## src/rtl/tsq_pkg.sv

```systemverilog
// tsq_pkg -- shared definitions for the timestamp-queue reader.
//   state_t      : reader FSM state encoding
//   DIR_RX/DIR_TX: entry source / queue selector values (ts_dir, round-robin pointer)
//   POP_RX/POP_TX: values written to the queue control register to pop one entry
//   TMR_W        : width of the latency / poll-gap down-counter
package tsq_pkg;

  typedef enum logic [2:0] {
    ST_IDLE,
    ST_STAT_RD,
    ST_STAT_WT,
    ST_POP,
    ST_DATA_RD,
    ST_DATA_WT,
    ST_OUT,
    ST_GAP
  } state_t;

  localparam logic DIR_RX = 1'b0;
  localparam logic DIR_TX = 1'b1;

  localparam logic [31:0] POP_RX = 32'h0000_0001;
  localparam logic [31:0] POP_TX = 32'h0000_0002;

  localparam int TMR_W = 16;

  // Pop command word for the queue selected by dir.
  function automatic logic [31:0] pop_code(input logic dir);
    return (dir == DIR_TX) ? POP_TX : POP_RX;
  endfunction

endpackage

```

## src/rtl/tsq_rd_timer.sv

```systemverilog
// tsq_rd_timer -- down-counter shared by the read-latency wait and the
// idle gap after an empty poll.
//   clk, rst : clock, synchronous active-high reset
//   load     : load load_val (takes priority over counting)
//   load_val : number of cycles to count, the first counted cycle being the
//              one after load
//   done     : high in the last counted cycle (count reached 1) and while idle
module tsq_rd_timer
  import tsq_pkg::*;
(
  input  logic             clk,
  input  logic             rst,
  input  logic             load,
  input  logic [TMR_W-1:0] load_val,
  output logic             done
);

  logic [TMR_W-1:0] cnt_reg;
  logic [TMR_W-1:0] cnt_next;

  always_comb begin
    cnt_next = cnt_reg;
    if (load) begin
      cnt_next = load_val;
    end else if (cnt_reg != '0) begin
      cnt_next = cnt_reg - TMR_W'(1);
    end
  end

  always_ff @(posedge clk) begin
    if (rst) begin
      cnt_reg <= '0;
    end else begin
      cnt_reg <= cnt_next;
    end
  end

  // A load of N gives N cycles with counts N..1; done marks the count of 1.
  assign done = (cnt_reg == TMR_W'(1)) || (cnt_reg == '0);

endmodule

```

## src/rtl/tsq_reader.sv

```systemverilog
// tsq_reader -- polls the RX and TX timestamp queues of a timestamp unit
// round-robin over its register port, pops non-empty queues and presents
// each 128-bit entry on a valid/ready stream.
//   clk, rst          : clock, synchronous active-high reset
//   enable            : allow new polls (a started entry always completes)
//   wr_out, rd_out    : one-cycle register write / read strobes
//   addr_out, data_out: register address and write data (held between strobes)
//   data_in           : read data, valid RD_LATENCY cycles after rd_out
//   ts_valid/ts_ready : entry handshake; ts_dir 0=RX 1=TX; ts_data word k at [32k+31:32k]
//   rx_cnt, tx_cnt    : delivered-entry counters (saturating), built only when
//                       TSQ_READER_CNT_EN is defined, otherwise tied to 0
module tsq_reader
  import tsq_pkg::*;
#(
  parameter logic [7:0] RX_STAT_ADDR = 8'h40,
  parameter logic [7:0] RX_DATA_ADDR = 8'h44,
  parameter logic [7:0] TX_STAT_ADDR = 8'h60,
  parameter logic [7:0] TX_DATA_ADDR = 8'h64,
  parameter logic [7:0] QCTL_ADDR    = 8'h3C,
  parameter int         RD_LATENCY   = 2,
  parameter int         POLL_GAP     = 16
) (
  input  logic         clk,
  input  logic         rst,
  input  logic         enable,
  output logic         wr_out,
  output logic         rd_out,
  output logic [7:0]   addr_out,
  output logic [31:0]  data_out,
  input  logic [31:0]  data_in,
  output logic         ts_valid,
  input  logic         ts_ready,
  output logic         ts_dir,
  output logic [127:0] ts_data,
  output logic [15:0]  rx_cnt,
  output logic [15:0]  tx_cnt
);

  state_t           state_reg, state_next;
  logic             q_reg, q_next;
  logic [1:0]       k_reg, k_next;
  logic [7:0]       addr_reg, addr_next;
  logic [31:0]      wdata_reg, wdata_next;
  logic             dir_reg;
  logic             dir_we;
  logic             word_we;
  logic             tmr_load;
  logic [TMR_W-1:0] tmr_val;
  logic             tmr_done;
  logic             handshake;
  logic [7:0]       data_base;
  logic [1:0]       k_inc;

  tsq_rd_timer u_timer (
    .clk      (clk),
    .rst      (rst),
    .load     (tmr_load),
    .load_val (tmr_val),
    .done     (tmr_done)
  );

  assign data_base = (q_reg == DIR_TX) ? TX_DATA_ADDR : RX_DATA_ADDR;
  assign k_inc     = k_reg + 2'd1;
  assign handshake = (state_reg == ST_OUT) && ts_ready;

  // Next-state logic. addr/data are computed one cycle ahead, on the
  // transition into a strobe state, so they are registered and stable in the
  // strobe cycle and simply hold afterwards.
  always_comb begin
    state_next = state_reg;
    q_next     = q_reg;
    k_next     = k_reg;
    addr_next  = addr_reg;
    wdata_next = wdata_reg;
    tmr_load   = 1'b0;
    tmr_val    = TMR_W'(RD_LATENCY);
    word_we    = 1'b0;
    dir_we     = 1'b0;
    case (state_reg)
      ST_IDLE: begin
        if (enable) begin
          state_next = ST_STAT_RD;
          addr_next  = (q_reg == DIR_TX) ? TX_STAT_ADDR : RX_STAT_ADDR;
        end
      end
      ST_STAT_RD: begin
        tmr_load   = 1'b1;
        state_next = ST_STAT_WT;
      end
      ST_STAT_WT: begin
        if (tmr_done) begin
          if (data_in[7:0] != 8'h00) begin
            state_next = ST_POP;
            addr_next  = QCTL_ADDR;
            wdata_next = pop_code(q_reg);
          end else begin
            state_next = ST_GAP;
            tmr_load   = 1'b1;
            tmr_val    = TMR_W'(POLL_GAP);
          end
        end
      end
      ST_POP: begin
        dir_we     = 1'b1;
        k_next     = 2'd0;
        addr_next  = data_base;
        state_next = ST_DATA_RD;
      end
      ST_DATA_RD: begin
        tmr_load   = 1'b1;
        state_next = ST_DATA_WT;
      end
      ST_DATA_WT: begin
        if (tmr_done) begin
          word_we = 1'b1;
          if (k_reg == 2'd3) begin
            state_next = ST_OUT;
          end else begin
            k_next     = k_inc;
            addr_next  = data_base + {4'b0000, k_inc, 2'b00};
            state_next = ST_DATA_RD;
          end
        end
      end
      ST_OUT: begin
        if (ts_ready) begin
          q_next     = ~q_reg;
          state_next = ST_IDLE;
        end
      end
      ST_GAP: begin
        if (tmr_done) begin
          q_next     = ~q_reg;
          state_next = ST_IDLE;
        end
      end
      default: begin
        state_next = ST_IDLE;
      end
    endcase
  end

  always_ff @(posedge clk) begin
    if (rst) begin
      state_reg <= ST_IDLE;
      q_reg     <= DIR_RX;
      k_reg     <= 2'd0;
      addr_reg  <= 8'h00;
      wdata_reg <= 32'h0;
      dir_reg   <= DIR_RX;
    end else begin
      state_reg <= state_next;
      q_reg     <= q_next;
      k_reg     <= k_next;
      addr_reg  <= addr_next;
      wdata_reg <= wdata_next;
      if (dir_we) begin
        dir_reg <= q_reg;
      end
    end
  end

  // Entry words are captured straight into the output register; ts_valid
  // stays low until all four are in, and nothing clears them on handshake.
  for (genvar gi = 0; gi < 4; gi++) begin : g_word
    logic [31:0] word_reg;
    always_ff @(posedge clk) begin
      if (rst) begin
        word_reg <= 32'h0;
      end else if (word_we && (k_reg == 2'(gi))) begin
        word_reg <= data_in;
      end
    end
    assign ts_data[32*gi +: 32] = word_reg;
  end

  assign rd_out   = (state_reg == ST_STAT_RD) || (state_reg == ST_DATA_RD);
  assign wr_out   = (state_reg == ST_POP);
  assign addr_out = addr_reg;
  assign data_out = wdata_reg;
  assign ts_valid = (state_reg == ST_OUT);
  assign ts_dir   = dir_reg;

`ifdef TSQ_READER_CNT_EN
  logic [15:0] rx_cnt_reg;
  logic [15:0] tx_cnt_reg;

  always_ff @(posedge clk) begin
    if (rst) begin
      rx_cnt_reg <= 16'h0;
      tx_cnt_reg <= 16'h0;
    end else if (handshake) begin
      if (dir_reg == DIR_RX) begin
        if (rx_cnt_reg != 16'hFFFF) rx_cnt_reg <= rx_cnt_reg + 16'd1;
      end else begin
        if (tx_cnt_reg != 16'hFFFF) tx_cnt_reg <= tx_cnt_reg + 16'd1;
      end
    end
  end

  assign rx_cnt = rx_cnt_reg;
  assign tx_cnt = tx_cnt_reg;
`else
  logic unused_handshake;
  assign unused_handshake = handshake;
  assign rx_cnt = 16'h0;
  assign tx_cnt = 16'h0;
`endif

endmodule

```

## config.mk

```make
export PLATFORM = sky130hd
export DESIGN_NAME = tsq_reader
export DESIGN_NICKNAME = d
export VERILOG_FILES = /design/src/rtl/tsq_pkg.sv /design/src/rtl/tsq_rd_timer.sv /design/src/rtl/tsq_reader.sv
export SDC_FILE = /design/constraint.sdc
export NUM_CORES = 1
export LEC_CHECK = 0
export CAP_MARGIN = 20
export CORE_UTILIZATION = 45
export DETAILED_ROUTE_END_ITERATION = 10
export PLACE_DENSITY = 0.8
export SLEW_MARGIN = 20
export SYNTH_ARGS = -nofsm -noshare
export SYNTH_HDL_FRONTEND = slang
export SYNTH_SLANG_ARGS = --single-unit
```

## constraint.sdc

```tcl
create_clock -name clk -period 2.2 [get_ports clk]
set_clock_uncertainty 0.05 [all_clocks]
set_input_delay 0.33 -clock clk [delete_from_list [all_inputs] [get_ports clk]]
set_output_delay 0.33 -clock clk [all_outputs]
set_load 0.005 [all_outputs]
```

==> results of run 1 <==
## cell type report
cell class                 instances  area, um2
inverter                          11      41.29
fill                            1227       5306
clock inverter                    10      209.0
timing repair buffer             208       2073
sequential                       158       3169
clock buffer                      22      464.2
tap                              184      230.2
multi-input combinational        618       2985
## kinds of logic after synthesis
group | share of synthesized area
AND/OR/NAND/NOR | 0.2327
AO/OA/AOI/OAI | 0.1373
flip-flops | 0.4755
buffers and inverters | 0.1125
XOR/XNOR | 0.01844
adder cells (fa/ha/maj) | 0.01505
multiplexers | 0.007901
other | 0.0005638
## layer usage
layer | up-vias | GRT usage | wire length [um]
met5 | - | 0 | 0
met4 | 0 | 0.09488 | 477
met1 | 2838 | 0.2735 | 7320
li1 | 2975 | - | -
met3 | 36 | 0.05907 | 1064
met2 | 226 | 0.4040 | 9043
## placed cells by master, fill, tap and decap left out, types with 3 or more instances in the layout
master	count
nand2_1	270
nor2_1	22
o211ai_1	3
nand4b_1	3
nor4_1	3
clkdlybuf4s50_1	173
dfxtp_1	155
or3_1	3
conb_1	65
clkbuf_1	3
a211oi_1	3
xnor2_1	3
nand4_1	9
xor2_1	11
clkbuf_16	17
nor2_2	11
nor2b_1	4
o21ai_0	9
buf_4	28
a31oi_1	5
inv_1	10
nor3_1	5
mux2i_1	3
bufinv_16	6
a21oi_1	144
ha_1	8
buf_12	6
and4_1	4
nand3_1	4
## worst max path at each step
stage	startpoint	endpoint	cells past startpoint
5_1_grt	state_reg[1]	wr_out	4
4_1_cts	state_reg[1]	wr_out	4
3_5_place_dp	data_in[0]	u_timer.cnt_reg[0]	7
2_1_floorplan	u_timer.cnt_reg[2]	q_reg	6
6_report	state_reg[1]	wr_out	4
3_3_place_gp	data_in[4]	u_timer.cnt_reg[7]	8
## per-stage QoR
step           setup TNS [ps]  worst slack (ps)
3_3_place_gp            -2045            -156.4
3_5_place_dp            -2509            -186.9
5_1_grt                     0             7.823
4_1_cts                     0             18.42
6_report                    0             81.11
2_1_floorplan               0             226.3
## power groups by stage
stage	sequential, uW	clock [uW]	combinational (uW)
after floorplan	3120	0	1050
after global placement	3150	0	1350
after detailed placement	3150	0	1380
after CTS	3090	3360	1390
after global routing	3110	3490	1580
final	3090	3320	1420
## critical path, delay by kind of cell, from the launching register on
kind | cells | cell delay, ps
buffers and inverters | 2 | 610
flip-flops | 1 | 410
AND/OR/NAND/NOR | 2 | 300
## timing repair
item / in CTS / in global routing
endpoints found under the setup margin: 3 / 25
gates resized for setup: 4 / 5
pin swaps: 0 / 1
buffers inserted: 0 / 3
==> key figures, run 1 <==
Status
  – Status: finished clean

Cells and area
  – Largest register FFs: between 100 and 150
  – Fraction of layout cells with a size suffix above 1: 0.08763
  – Nets@finish: 1058
  – Final core utilization: 0.6335
  – Final Cell Area: 0.009173 mm2
  – Area Overhead vs Synth: 37.90%
  – Fin cells: 1211
  – Antenna diodes: 0

Place
  – Detailed Place HPWL: 12170 um
  – Cells after DPL: about 1200
  – DP Area: 0.008462 mm2
  – Routability cong.: roughly 0.84
  – PortBufs: 174

Setup path
  – Slowest cell on crit path: clkdlybuf4s50_1
  – Worst Path Arrival: roughly 1700 ps
  – Worst reg2reg path endpoint: g_word[3].word_reg[18]
  – Crit path cell chain: nor2b_1, nand2_1, inv_2, clkdlybuf4s50_1
  – Crit end category: output port
  – Max incr delay on CP: 500 ps
  – FF-to-FF setup slack: between 100 and 150 ps
  – Worst R2R Path Depth: 7
  – Startpoint Class: flip-flop
  – CP Class: reg2out
  – WP data required: 1820 ps
  – Crit path max fanout: 12
  – R2R Path Start: u_timer.cnt_reg[11]

Die
  – Initial Utilization: 0.4594
  – DIE WIDTH: 123.6 um
  – Die footprint: 0.01527 mm2
  – Die height: 123.6 um
  – Core Box Area: approximately 0.014 mm2
  – IO Pins: 240
  – Rows: 44

Synthesis
  – Mean area per synthesized cell: 7.918 um2
  – Cell with the most instances after synthesis: nand2_1
  – Yosys cell types: between 40 and 50
  – Cell count after synthesis: 840
  – Post-synth EDFFs: 0
  – Top post-synthesis cells by area: dfxtp_1 (48%), nand2_1 (15%), a21oi_1 (11%)
  – Post-synthesis cell area: roughly 0.0067 mm2
  – Asr flop ratio synth: 0
  – Top FF cell, synth: dfxtp_1
  – Post-synthesis sequential area ratio: 0.4755
  – Post-synth top area share: 0.4755
  – YS warnings: 0
  – Post-synth top cells: nand2_1 (270), dfxtp_1 (158), a21oi_1 (144)
  – FF+latch count, synth: approximately 160
  – Dominant cell type by area after synthesis: dfxtp_1

Routing
  – Post-route DRC violation count: 0
  – DR WL/cell: approximately 15 um
  – DR pass1 iterations: 5
  – Antenna-violating nets left: 0
  – Routed via count: 6075
  – Vias per cell: 5.017
  – Initial drt markers: roughly 450
  – Wirelength, routed: 17910 um

Hold path
  – Worst Hold Depth: 2
  – Worst hold start: rst
  – Worst Hold Class: in2reg
  – Worst hold endpoint: data_out[1]

CTS
  – Register clock-pin slew on the reported worst setup and hold paths: 60 ps
  – H-tree levels: 4
  – CTS tree: yes
  – Clock Path Buffers: 2
  – Number of clock sinks: 158
  – Latest clock arrival within the worst-skew pair: 420 ps
  – Root Buffer: clkbuf_16
  – CTS Hold Bufs: 0
  – Cts bufs inserted: 17

STA
  – Slew Limit Headroom: 0.6153
  – Fmax: between 0.4 and 0.5 GHz
  – Slew Viols, Final: 0
  – Min Hold Slack: 246.8 ps
  – Post-route minimum period: 2119 ps
  – Final setup vio count: 0
  – Slew @ Worst Pin: 577.0 ps
  – Period utilisation layout: 0.9631
  – RSZ-0062 raised after global routing: no
  – Final hold violations: 0

Global route
  – GRT overflow: 0
  – Initial antenna violation count: 0
  – Largest net degree at the start of global routing: 116
  – First-pass GRT wire length: 27150 um
  – Vias in the first global route: 5412
  – Total routing usage reported by global routing: 0.2331

Power
  – Tot Pwr: 7837 uW
  – Psw: 2087 uW
  – Logic pwr share: 0.181
  – Clk pwr share: 0.424
  – Net Sw Frac: 0.2663
  – Sequential power share: 0.395
  – Internal cell power: 5750 uW
  – Worst vdd ir: 0.0005654 V
  – Pwr/cell area: 854.4 mW/mm2
  – Leakage: 0.003271 uW

Run
  – Max_cap viols: 0
(Power assumes the default switching activity.)
==> run 2: changes to the inputs <==
--- a/config.mk
+++ b/config.mk
@@ -8,6 +8,7 @@
 export CAP_MARGIN = 20
 export CORE_UTILIZATION = 45
 export DETAILED_ROUTE_END_ITERATION = 10
+export HOLD_SLACK_MARGIN = 0.08
 export PLACE_DENSITY = 0.8
 export SLEW_MARGIN = 20
 export SYNTH_ARGS = -nofsm -noshare
==> results of run 2 <==
Same layout as run 1: the final DEF is identical, and so are final timing and power.
==> run 3: changes to the inputs <==
--- a/config.mk
+++ b/config.mk
@@ -5,7 +5,6 @@
 export SDC_FILE = /design/constraint.sdc
 export NUM_CORES = 1
 export LEC_CHECK = 0
-export CAP_MARGIN = 20
 export CORE_UTILIZATION = 45
 export DETAILED_ROUTE_END_ITERATION = 10
 export HOLD_SLACK_MARGIN = 0.08
@@ -13,4 +12,5 @@
 export SLEW_MARGIN = 20
 export SYNTH_ARGS = -nofsm -noshare
 export SYNTH_HDL_FRONTEND = slang
+export SYNTH_HIERARCHICAL = 1
 export SYNTH_SLANG_ARGS = --single-unit
==> run 3 against run 2 <==
  * Global-route usage is 1.9 points higher
  * The flow now finishes with violations (negative setup slack)
  * Via count up 4.3%
  * Critical path depth rose by 5
  * Clock power decreased by 11%
  * Sequential share of layout area shrank 2.0 points
  * Final cell count increased by 3.7%
  * Power is essentially flat
  * Sequential cell count unchanged
  * Core utilization rose by 3.5 points
  * Synthesized cell count unchanged
==> key figures, run 3 <==
Setup path
  – Startpoint Class: flip-flop
  – Crit path max fanout: 8 (-4)
  – FF-to-FF setup slack: -310 ps (-450 ps)
  – CP Class: reg2reg
  – Crit end category: flip-flop
  – WP data required: 2500 ps (+680 ps)
  – Worst Path Arrival: 2810 ps (+1070 ps)

Synthesis
  – Mean area per synthesized cell: 7.996 um2 (+0.98%)
  – Cell with the most instances after synthesis: nand2_1
  – Top post-synthesis cells by area: dfxtp_1 (47%), nand2_1 (16%), a21oi_1 (10%)
  – Post-synthesis sequential area ratio: 0.4709 (-0.004607)
  – Cell count after synthesis: 840 (unchanged)
  – Top FF cell, synth: dfxtp_1
  – Dominant cell type by area after synthesis: dfxtp_1
  – Asr flop ratio synth: 0 (unchanged)
  – FF+latch count, synth: 158 (unchanged)
  – Post-synth top cells: nand2_1 (287), dfxtp_1 (158), a21oi_1 (135)
  – Post-synth EDFFs: 0 (unchanged)
  – Post-synth top area share: 0.4709 (-0.004607)
  – Yosys cell types: 52 (+8.3%)
  – YS warnings: 6 (+6)
  – Post-synthesis cell area: 0.006716 mm2 (+0.98%)

Routing
  – Wirelength, routed: 20320 um (+14%)
  – DR WL/cell: 16.18 um (+9.4%)
  – Met2 WL: 9891 um (+9.4%)
  – Antenna-violating nets left: 0 (unchanged)
  – Routed wl met3: 1622 um (+52%)
  – DR pass1 iterations: 5 (unchanged)
  – Initial drt markers: 374 (-17%)
  – Wl on met1: 8445 um (+15%)
  – Vias per cell: 5.044 (+0.54%)
  – Post-route DRC violation count: 0 (unchanged)
  – Top layer in use: met4
  – Routed via count: 6335 (+4.3%)

Power
  – Pwr/cell area: 805.9 mW/mm2 (-5.7%)
  – Leakage: 0.003572 uW (+9.2%)
  – Worst vdd ir: 0.0006062 V (+7.2%)

Global route
  – Initial antenna violation count: 0 (unchanged)
  – Total routing usage reported by global routing: 0.2523 (+0.01930)
  – Largest net degree at the start of global routing: 71 (-39%)
  – GRT overflow: 0 (unchanged)
  – First-pass GRT wire length: 29230 um (+7.6%)
  – Vias in the first global route: 5590 (+3.3%)

Place
  – Routability cong.: 0.8790 (+4.3%)
  – Detailed Place HPWL: 12590 um (+3.5%)
  – Worst slack, placed: -321.7 ps (-134.8 ps)
  – DP Area: 0.008753 mm2 (+3.4%)
  – PortBufs: 174 (unchanged)

Run
  – Max_cap viols: 0 (unchanged)

Cells and area
  – Area Overhead vs Synth: 44.71%
  – FILL cells: 1158 (-5.6%)
  – Nets@finish: 1102 (+4.2%)
  – Final Cell Area: 0.009719 mm2 (+6.0%)
  – Fraction of layout cells with a size suffix above 1: 0.1427 (+0.05509)
  – Commonest cells after routing, fill and taps aside: nand2_1 (273), clkdlybuf4s50_1 (173), dfxtp_1 (155)
  – Antenna diodes: 0 (unchanged)
  – Most common cell after layout, fill and taps aside: nand2_1
  – Largest register FFs: 128 (unchanged)

STA
  – Min setup slack post-route: -313.2 ps (-394.4 ps)
  – Period utilisation layout: 1.142 (+0.1793)
  – Fmax: 0.3979 GHz (-16%)
  – Slew @ Worst Pin: 513.1 ps (-63.91 ps)
  – Slew Limit Headroom: 0.6579 (+0.04261)
  – RSZ-0062 raised after global routing: yes
  – Final setup vio count: 156 (+156)
  – Final hold violations: 0 (unchanged)
  – Slew Viols, Final: 0 (unchanged)
  – Post-route minimum period: 2513 ps (+394.4 ps)

Hold path
  – Worst Hold Class: in2reg

Die
  – IO Pins: 240 (unchanged)
  – Core Box Area: 0.01453 mm2 (+0.38%)
  – Initial Utilization: 0.4621 (+0.002737)
  – DIE WIDTH: 124.2 um (+0.48%)
  – Rows: 44 (unchanged)
  – Die height: 124.2 um (+0.48%)
  – Die footprint: 0.01542 mm2 (+0.97%)

CTS
  – Latest clock arrival within the worst-skew pair: 420 ps (about the same)
  – Number of clock sinks: 158 (unchanged)
  – Cts bufs inserted: 17 (unchanged)
  – Root Buffer: clkbuf_16
  – Clock Path Buffers: 2 (unchanged)
  – H-tree levels: 4 (unchanged)
  – Register clock-pin slew on the reported worst setup and hold paths: 70 ps (about the same)
  – CTS tree: yes

Status
  – Failing checks: negative setup slack
  – Status: complete, but fails checks
run 3: cell count changes in the layout (fill, tap and decap cells not counted), sizes merged, moves of 6 or more:
cell	change
o21ai	+10
nand2	+17
a21oi	-8
buf	+29
inv	+9
xor2	-6
nand4	-10
nor2	-13
conb	+14
xnor2	+6
run 3: worst max-delay path: stages, from the launching register on:
cell,delay [ps]
dfxtp_2,320
or4_4,530
and4bb_1,310
o211a_1,210
and4b_1,220
buf_6,140
and2_4,240
clkbuf_16,200
nand2_1,90
a21oi_1,150
run 3: cell families after synthesis:
group,share of synthesized area
compound gates,0.1446
xor+xnor,0.01826
fa+ha+maj,0.01304
buf+inv,0.1220
flops,0.4709
mux,0.008942
other cells,0.0005583
simple gates,0.2217
run 3: report_power, final:
group / total [uW] / switching, uW / internal [uW]
Sequential: 3140 / 130 / 3010
Clock: 2940 / 1240 / 1690
Combinational: 1750 / 880 / 875
run 3: worst paths after layout:
check | endpoint | start | cells past startpoint
setup reg to reg | g_word[1].word_reg[0] | u_timer/cnt_reg[11] | 9
hold / removal | k_reg[0] | rst | 2
setup / recovery | g_word[1].word_reg[0] | u_timer/cnt_reg[11] | 9
hold reg to reg | g_word[2].word_reg[16] | g_word[2].word_reg[16] | 2
run 3: layout make-up:
cell class	count	area (um2)	share of cell area
Clock buffer	18	429.2	0.04416
Multi-Input combinational cell	628	3204	0.3297
Inverter	14	52.55	0.005407
Clock inverter	14	156.4	0.01609
Tap cell	184	230.2	0.02369
Sequential cell	158	3167	0.3258
Timing Repair Buffer	240	2480	0.2551
run 3: what timing repair did:
| action | 4_1_cts | 5_1_grt |
|---|---|---|
| buffers inserted | 0 | 4 |
| hold buffers | 0 | 0 |
| pin swaps | 4 | 13 |
| endpoints found under the setup margin | 156 | 159 |
| cloned | 2 | 5 |
| resized for setup | 23 | 45 |
run 3: per-layer routing:
layer  track usage  up-vias
li1              -     3046
met2        0.4088      246
met4        0.1049        0
met3        0.1003       23
met5             0        -
met1        0.2950     3020
run 3: through the flow:
| step | hold WS, ps | total power (uW) | util | std cells | TNS (ps) |
|---|---|---|---|---|---|
| detailed placement | 395.8 | 4833 | 0.6023 | 1213 | -32400 |
| finish | 303.9 | 7832 | 0.6687 | 1256 | -32530 |
| global route | 317.0 | 8196 | 0.6687 | 1256 | -46950 |
| floorplan | 358.7 | 4310 | - | 918 | -18880 |
| CTS | 290.2 | 7779 | 0.6507 | 1247 | -27580 |
| global placement | 390.7 | 4805 | 0.6023 | 1213 | -24880 |
